<file path="src/rtl/pipeline_pkg.sv">
// Shared pipeline definitions: PC width, exception-vector bit positions,
// and the types used by the front-end redirect sequencer.
package pipeline_pkg;

    localparam int DATA_WIDTH     = 64;
    localparam int FETCH_ERR_BIT  = 0;
    localparam int DECODE_ERR_BIT = 1;
    localparam int CNT_WIDTH      = 32;

    typedef enum logic [1:0] {
        CAUSE_NONE    = 2'd0,
        CAUSE_MISPRED = 2'd1,
        CAUSE_DEC     = 2'd2,
        CAUSE_FETCH   = 2'd3
    } redirect_cause_e;

    typedef enum logic [1:0] {
        IDLE     = 2'd0,
        DRAIN    = 2'd1,
        REDIRECT = 2'd2
    } redirect_state_e;

    // A fetch fault only poisons IF; everything else also squashes ID.
    function automatic logic cause_flushes_id(input redirect_cause_e cause);
        logic res;
        case (cause)
            CAUSE_MISPRED: res = 1'b1;
            CAUSE_DEC:     res = 1'b1;
            CAUSE_FETCH:   res = 1'b0;
            default:       res = 1'b0;
        endcase
        return res;
    endfunction

endpackage

</file>
<file path="src/rtl/redirect_ctrl_sat_counter.sv">
// sat_counter: registered up-counter that sticks at all-ones.
module sat_counter
    import pipeline_pkg::*;
#(
    parameter int WIDTH = CNT_WIDTH
) (
    input  logic             clk,
    input  logic             rst_n,
    input  logic             inc,
    output logic [WIDTH-1:0] count
);

    logic [WIDTH-1:0] r_count;

    // Count increment pulses, holding at the maximum value once reached.
    always_ff @(posedge clk or negedge rst_n) begin
        if (!rst_n) begin
            r_count <= '0;
        end else if (inc && (r_count != {WIDTH{1'b1}})) begin
            r_count <= r_count + {{(WIDTH-1){1'b0}}, 1'b1};
        end else begin
            r_count <= r_count;
        end
    end

    assign count = r_count;

endmodule

</file>
<file path="src/rtl/redirect_ctrl.sv">
// redirect_ctrl: picks the oldest flush source, holds IF/ID flushed while an
// outstanding fetch drains, then offers one redirect PC on valid/ready.
// Optional feature macro: REDIRECT_CTRL_PERF_EN enables the perf counters.
module redirect_ctrl
    import pipeline_pkg::*;
#(
    parameter int DATA_WIDTH     = pipeline_pkg::DATA_WIDTH,
    parameter int FETCH_ERR_BIT  = pipeline_pkg::FETCH_ERR_BIT,
    parameter int DECODE_ERR_BIT = pipeline_pkg::DECODE_ERR_BIT
) (
    input  logic                  clk,
    input  logic                  rst_n,
    input  logic                  enable,
    input  logic                  ex_valid,
    input  logic [DATA_WIDTH-1:0] ex_pcp,
    input  logic [DATA_WIDTH-1:0] ex_pcn,
    input  logic [7:0]            exception,
    input  logic [DATA_WIDTH-1:0] trap_vec,
    input  logic                  if_busy,
    input  logic                  redirect_ready,
    output logic                  redirect_valid,
    output logic [DATA_WIDTH-1:0] redirect_pc,
    output logic [1:0]            redirect_cause,
    output logic                  flush_if,
    output logic                  flush_id,
    output logic                  stall_front,
    output logic [31:0]           mispred_cnt,
    output logic [31:0]           trap_cnt
);

    redirect_state_e       r_state, w_state_nxt;
    redirect_cause_e       r_cause, w_cause_nxt, w_req_cause;
    logic [DATA_WIDTH-1:0] r_pc, w_pc_nxt, w_req_pc;
    logic [DATA_WIDTH-1:0] r_pend_pc, w_pend_pc_nxt, w_slot_pc;
    logic                  r_pend_vld, w_pend_vld_nxt;
    logic                  r_flush_if, w_flush_if_nxt;
    logic                  r_flush_id, w_flush_id_nxt;
    logic                  r_stall, w_stall_nxt;
    logic                  r_valid, w_valid_nxt;
    logic                  w_mispred, w_dec, w_fetch, w_handshake;
    logic                  w_unused_exc;

    assign w_mispred    = enable & ex_valid & (ex_pcp != ex_pcn);
    assign w_dec        = enable & exception[DECODE_ERR_BIT];
    assign w_fetch      = enable & exception[FETCH_ERR_BIT];
    assign w_handshake  = r_valid & redirect_ready;
    assign w_unused_exc = ^exception;
    // A mispredict arriving on the handshake cycle is the newest slot content.
    assign w_slot_pc    = w_mispred ? ex_pcn : r_pend_pc;

    // Oldest-first selection among this cycle's flush sources.
    always_comb begin
        w_req_cause = CAUSE_NONE;
        w_req_pc    = '0;
        if (w_mispred) begin
            w_req_cause = CAUSE_MISPRED;
            w_req_pc    = ex_pcn;
        end else if (w_dec) begin
            w_req_cause = CAUSE_DEC;
            w_req_pc    = trap_vec;
        end else if (w_fetch) begin
            w_req_cause = CAUSE_FETCH;
            w_req_pc    = trap_vec;
        end else begin
            w_req_cause = CAUSE_NONE;
            w_req_pc    = '0;
        end
    end

    // Next-state and next-output logic for the IDLE/DRAIN/REDIRECT sequencer.
    always_comb begin
        w_state_nxt    = r_state;
        w_cause_nxt    = r_cause;
        w_pc_nxt       = r_pc;
        w_pend_vld_nxt = r_pend_vld;
        w_pend_pc_nxt  = r_pend_pc;
        w_flush_if_nxt = r_flush_if;
        w_flush_id_nxt = r_flush_id;
        w_stall_nxt    = r_stall;
        w_valid_nxt    = r_valid;
        case (r_state)
            IDLE: begin
                w_pend_vld_nxt = 1'b0;
                if (w_req_cause != CAUSE_NONE) begin
                    w_pc_nxt       = w_req_pc;
                    w_cause_nxt    = w_req_cause;
                    w_flush_if_nxt = 1'b1;
                    w_flush_id_nxt = cause_flushes_id(w_req_cause);
                    w_stall_nxt    = 1'b1;
                    if (if_busy) begin
                        w_state_nxt = DRAIN;
                        w_valid_nxt = 1'b0;
                    end else begin
                        w_state_nxt = REDIRECT;
                        w_valid_nxt = 1'b1;
                    end
                end else begin
                    w_state_nxt    = IDLE;
                    w_pc_nxt       = '0;
                    w_cause_nxt    = CAUSE_NONE;
                    w_flush_if_nxt = 1'b0;
                    w_flush_id_nxt = 1'b0;
                    w_stall_nxt    = 1'b0;
                    w_valid_nxt    = 1'b0;
                end
            end
            DRAIN: begin
                // Exceptions here belong to already-squashed instructions.
                if (w_mispred) begin
                    w_pc_nxt       = ex_pcn;
                    w_cause_nxt    = CAUSE_MISPRED;
                    w_flush_id_nxt = 1'b1;
                end else begin
                    w_pc_nxt = r_pc;
                end
                if (!if_busy) begin
                    w_state_nxt = REDIRECT;
                    w_valid_nxt = 1'b1;
                end else begin
                    w_state_nxt = DRAIN;
                    w_valid_nxt = 1'b0;
                end
            end
            REDIRECT: begin
                if (w_handshake) begin
                    if (r_pend_vld || w_mispred) begin
                        w_state_nxt    = REDIRECT;
                        w_pc_nxt       = w_slot_pc;
                        w_cause_nxt    = CAUSE_MISPRED;
                        w_flush_if_nxt = 1'b1;
                        w_flush_id_nxt = 1'b1;
                        w_stall_nxt    = 1'b1;
                        w_valid_nxt    = 1'b1;
                        w_pend_vld_nxt = 1'b0;
                    end else begin
                        w_state_nxt    = IDLE;
                        w_pc_nxt       = '0;
                        w_cause_nxt    = CAUSE_NONE;
                        w_flush_if_nxt = 1'b0;
                        w_flush_id_nxt = 1'b0;
                        w_stall_nxt    = 1'b0;
                        w_valid_nxt    = 1'b0;
                    end
                end else if (w_mispred) begin
                    w_pend_vld_nxt = 1'b1;
                    w_pend_pc_nxt  = ex_pcn;
                end else begin
                    w_pend_vld_nxt = r_pend_vld;
                end
            end
            default: begin
                w_state_nxt    = IDLE;
                w_pc_nxt       = '0;
                w_cause_nxt    = CAUSE_NONE;
                w_pend_vld_nxt = 1'b0;
                w_pend_pc_nxt  = '0;
                w_flush_if_nxt = 1'b0;
                w_flush_id_nxt = 1'b0;
                w_stall_nxt    = 1'b0;
                w_valid_nxt    = 1'b0;
            end
        endcase
    end

    // State and registered-output update.
    always_ff @(posedge clk or negedge rst_n) begin
        if (!rst_n) begin
            r_state    <= IDLE;
            r_cause    <= CAUSE_NONE;
            r_pc       <= '0;
            r_pend_vld <= 1'b0;
            r_pend_pc  <= '0;
            r_flush_if <= 1'b0;
            r_flush_id <= 1'b0;
            r_stall    <= 1'b0;
            r_valid    <= 1'b0;
        end else begin
            r_state    <= w_state_nxt;
            r_cause    <= w_cause_nxt;
            r_pc       <= w_pc_nxt;
            r_pend_vld <= w_pend_vld_nxt;
            r_pend_pc  <= w_pend_pc_nxt;
            r_flush_if <= w_flush_if_nxt;
            r_flush_id <= w_flush_id_nxt;
            r_stall    <= w_stall_nxt;
            r_valid    <= w_valid_nxt;
        end
    end

    assign redirect_valid = r_valid;
    assign redirect_pc    = r_pc;
    assign redirect_cause = r_cause;
    assign flush_if       = r_flush_if;
    assign flush_id       = r_flush_id;
    assign stall_front    = r_stall;

`ifdef REDIRECT_CTRL_PERF_EN
    logic w_inc_mispred, w_inc_trap;
    assign w_inc_mispred = w_handshake & (r_cause == CAUSE_MISPRED);
    assign w_inc_trap    = w_handshake & ((r_cause == CAUSE_DEC) || (r_cause == CAUSE_FETCH));

    sat_counter #(.WIDTH(32)) u_mispred_cnt (
        .clk   (clk),
        .rst_n (rst_n),
        .inc   (w_inc_mispred),
        .count (mispred_cnt)
    );

    sat_counter #(.WIDTH(32)) u_trap_cnt (
        .clk   (clk),
        .rst_n (rst_n),
        .inc   (w_inc_trap),
        .count (trap_cnt)
    );
`else
    assign mispred_cnt = 32'd0;
    assign trap_cnt    = 32'd0;
`endif

endmodule

</file>
<file path="config.mk">
export PLATFORM = sky130hd
export DESIGN_NAME = redirect_ctrl
export DESIGN_NICKNAME = d
export VERILOG_FILES = /design/src/rtl/pipeline_pkg.sv /design/src/rtl/redirect_ctrl_sat_counter.sv /design/src/rtl/redirect_ctrl.sv
export SDC_FILE = /design/constraint.sdc
export NUM_CORES = 1
export LEC_CHECK = 0
export ABC_AREA = 0
export BUFFER_PORTS_ARGS = -buffer_cell sky130_fd_sc_hd__buf_2
export CAP_MARGIN = 30
export CORE_MARGIN = 3
export CORE_UTILIZATION = 45
export CTS_CLUSTER_DIAMETER = 80
export CTS_CLUSTER_SIZE = 16
export DETAILED_ROUTE_END_ITERATION = 7
export GPL_TIMING_DRIVEN = 0
export HOLD_SLACK_MARGIN = 0.1
export PLACE_DENSITY = 0.75
export SETUP_SLACK_MARGIN = 0.1
export SLEW_MARGIN = 0
export SYNTH_ARGS = -nofsm -noshare
export SYNTH_HDL_FRONTEND = slang
export SYNTH_SLANG_ARGS = --single-unit
export TNS_END_PERCENT = 100
</file>
<file path="constraint.sdc">
create_clock -name clk -period 3.3 [get_ports clk]
set_input_delay 0.66 -clock clk [delete_from_list [all_inputs] [get_ports clk]]
set_output_delay 0.66 -clock clk [all_outputs]
set_load 0.02 [all_outputs]
</file>
==> flow_metrics.tcl <==
set metrics [dict create \
    cts_max_level 4 \
    status "finished, final reports clean" \
    synth.cell_area_sq_um 8662 \
    die_area_sq_um 20950 \
    worst_slack_ns 0.1348 \
    num_io_pins 340 \
    drive_gt1_frac 0.4068 \
    nNetsFinal 1439 \
    cts_hold_buf 0 \
    cts.sinks 135 \
    fp.dieH_um 144.7 \
    synthArstFlopShare 1.000 \
    finalSetupTns_ns 0 \
    relSlewSlack 0.3680 \
    port-buffer-count 268 \
    dp_slack_ns -2.229 \
    cts_max_path_buffers 2 \
    ys_seq_area_frac 0.3900 \
    start_kind "input pin" \
    grt_pass1_vias 8147 \
    synth-warning-count 0 \
    synth_fa_ha_area_frac 0.001444 \
    drc 0 \
    synth-edff-count 0 \
    cts_tree "done" \
    row_count 50 \
    drtPass1Iterations 5 \
    via_per_inst 5.745 \
    dpl.hpwl_mm 22.97 \
    syn_avg_cell_area_sq_um 10.00 \
    gr-usage-all-layers 0.2877 \
    wl_per_cell_um 20.87 \
    synth-compound-area-share 0.3451 \
    setup_viol 0 \
    die_w_um 144.7 \
    grt_pass1_wl_mm 46.03 \
    initialDrtViolationCount 668 \
    numCtsBuffers 17 \
    antenna_found_initial 3 \
    grt_max_degree 73 \
    power.density_nw_per_um2 684.0 \
    cp.arrival_ns 3.46 \
    crit_required_ns 3.60 \
    yosys.area_share.simple 0.08956 \
    skew_ns 0.01438 \
    end_kind "flop" \
    r2r_cells 9 \
    rsz0062_at_grt "false" \
    p_leak_nw 5.546 \
    hold_path_class "in -> async" \
    clock_latency_ns 0.42 \
    synth_xor_area_frac 0.06471 \
    antenna_left 0 \
    worst_pin_slew_ns 0.9409 \
    layout.filler_cells 1562 \
    worstSetupPathType "in -> reg" \
    synthFlopType "dfrtp_1" \
    start_util 0.4600 \
    holdWs_ns 0.2142 \
    num_vias 8657 \
    path_clk_slew_ns 0.06 \
    area_growth_pct 36.70 \
    report.final.slew_viol_count 0 \
    vdd_ir_drop_max_mv 0.3290 \
    final.min_clock_period_ns 3.165 \
    ys_seq_elements 135 \
    crit_fanout 10 \
    max_freq_mhz 315.9 \
    synthDistinctLibCells 40 \
    synth_cells 866 \
    max_cap_violations 0 \
    synth_top_family_by_area "compound AO/OA/AOI/OAI gates" \
    cts_root_buf "clkbuf_16" \
    grt_overflow_total 0 \
    period_share 0.9591 \
    synthMuxAreaShare 0 \
    place_congestion 0.8894 \
    drt_wl_total_mm 31.46 \
    hold_viol 0 \
    core_sq_um 18830 \
]
[Yosys cell counts, types with 2 or more instances]
cell type / n / area share
dfrtp_1: 135 / 0.39
nand2_1: 130 / 0.056
a22oi_1: 127 / 0.11
buf_4: 71 / 0.062
o2bb2ai_1: 65 / 0.066
xnor2_1: 64 / 0.065
o22ai_1: 63 / 0.046
o2bb2ai_2: 60 / 0.10
clkbuf_1: 37 / 0.016
nand4_1: 17 / 0.012
buf_6: 14 / 0.018
nor2_1: 13 / 0.0056
buf_1: 12 / 0.0052
buf_2: 9 / 0.0052
nand3_1: 5 / 0.0029
nor4_1: 5 / 0.0036
a21oi_1: 4 / 0.0023
inv_1: 4 / 0.0017
nor3_1: 3 / 0.0017
o21ai_0: 3 / 0.0017
o31ai_1: 3 / 0.0026
a21o_1: 2 / 0.0017
clkinv_1: 2 / 0.00087
o221ai_1: 2 / 0.0020
[cell families after synthesis]
family / count (synthesis)
adder cells (fa/ha/maj): 1
buffers and inverters: 149
AND/OR/NAND/NOR: 180
AO/OA/AOI/OAI: 336
other: 1
flip-flops: 135
XOR/XNOR: 64
[sequential cells by signal (all words and copies together), names as in the netlist]
register        flops
redirect_pc        64
stall_front         1
r_pend_pc          64
flush_id            1
redirect_cause      2
r_pend_vld          1
r_state             1
redirect_valid      1
[critical path, stage by stage]
cell       delay, ns
buf_6           0.10
xnor2_4         0.22
nand4_1         0.26
nor4_4          0.26
buf_4           0.18
and4_1          0.20
buf_6           0.11
nor2_4          0.04
nor2_2          0.12
ha_2            0.21
nor4_4          0.04
buf_4           0.18
buf_8           0.13
buf_12          0.12
buf_4           0.17
nand2_1         0.07
nand2_1         0.05
o22ai_1         0.23
o2bb2ai_2       0.08
[stage by stage]
stage | instances | area, sq um | power, mW | util
floorplan | 929 | 8899 | 4.709 | -
global placement | 1457 | 10570 | 5.600 | 0.5611
detailed placement | 1458 | 10600 | 5.699 | 0.5629
CTS | 1499 | 11660 | 8.036 | 0.6193
global route | 1506 | 11840 | 8.506 | 0.6287
finish | 1507 | 11840 | 8.099 | 0.6288
[final cells by class]
cell class	instances	area [sq um]	share of cell area
Multi-Input combinational cell	645	4903	0.4141
Sequential cell	135	3378	0.2853
Timing Repair Buffer	284	1551	0.1310
Buffer	143	960.9	0.08115
Clock buffer	19	442.9	0.03740
Tap cell	260	325.3	0.02747
Clock inverter	12	249.0	0.02103
Inverter	6	22.52	0.001902
Antenna cell	3	7.507	0.0006340
[final timing paths]
kind | startpoint | to | slack [ns]
max reg2reg | r_state[0] | redirect_pc[17] | 0.56
min reg2reg | redirect_pc[37] | redirect_pc[37] | 0.49
max in group asynchronous | rst_n | redirect_pc[22] | 2.28
min | rst_n | redirect_pc[57] | 0.21
max | ex_pcp[45] | redirect_pc[17] | 0.13
min in group clk | if_busy | redirect_valid | 0.43
[metal layers]
layer	wire (um)	vias to the layer above	track usage
li1	-	3922	-
met1	12230	4179	0.3714
met2	15660	486	0.4735
met3	2656	68	0.05784
met4	899	2	0.1178
met5	13	-	0
[cells in the final DEF (no fill, tap or decap), types with 11 or more instances in the layout]
cell,Yosys,routed
a22oi_1,127,126
buf_4,71,87
clkbuf_16,0,17
buf_6,14,19
dfrtp_1,135,135
nand2_1,130,130
xnor2_1,64,46
nor2_1,13,11
nand4_1,17,17
o2bb2ai_1,65,65
clkbuf_1,37,35
conb_1,1,64
o22ai_1,63,63
buf_2,9,268
o2bb2ai_2,60,60
[timing repair]
| item | 4_1_cts | 5_1_grt |
|---|---|---|
| setup endpoints to repair | 118 | 63 |
| cloned | 1 | 0 |
| setup buffers | 9 | 5 |
| endpoints found under the hold margin | 0 | 0 |
| resized for setup | 47 | 32 |
| pin swaps | 11 | 18 |
[power breakdown]
group / internal, mW / switching (mW)
clock network: 1.51 / 0.744
logic: 1.25 / 1.77
registers: 2.29 / 0.534
total: 5.05 / 3.05
No activity file was read; power rests on OpenSTA's default activity.
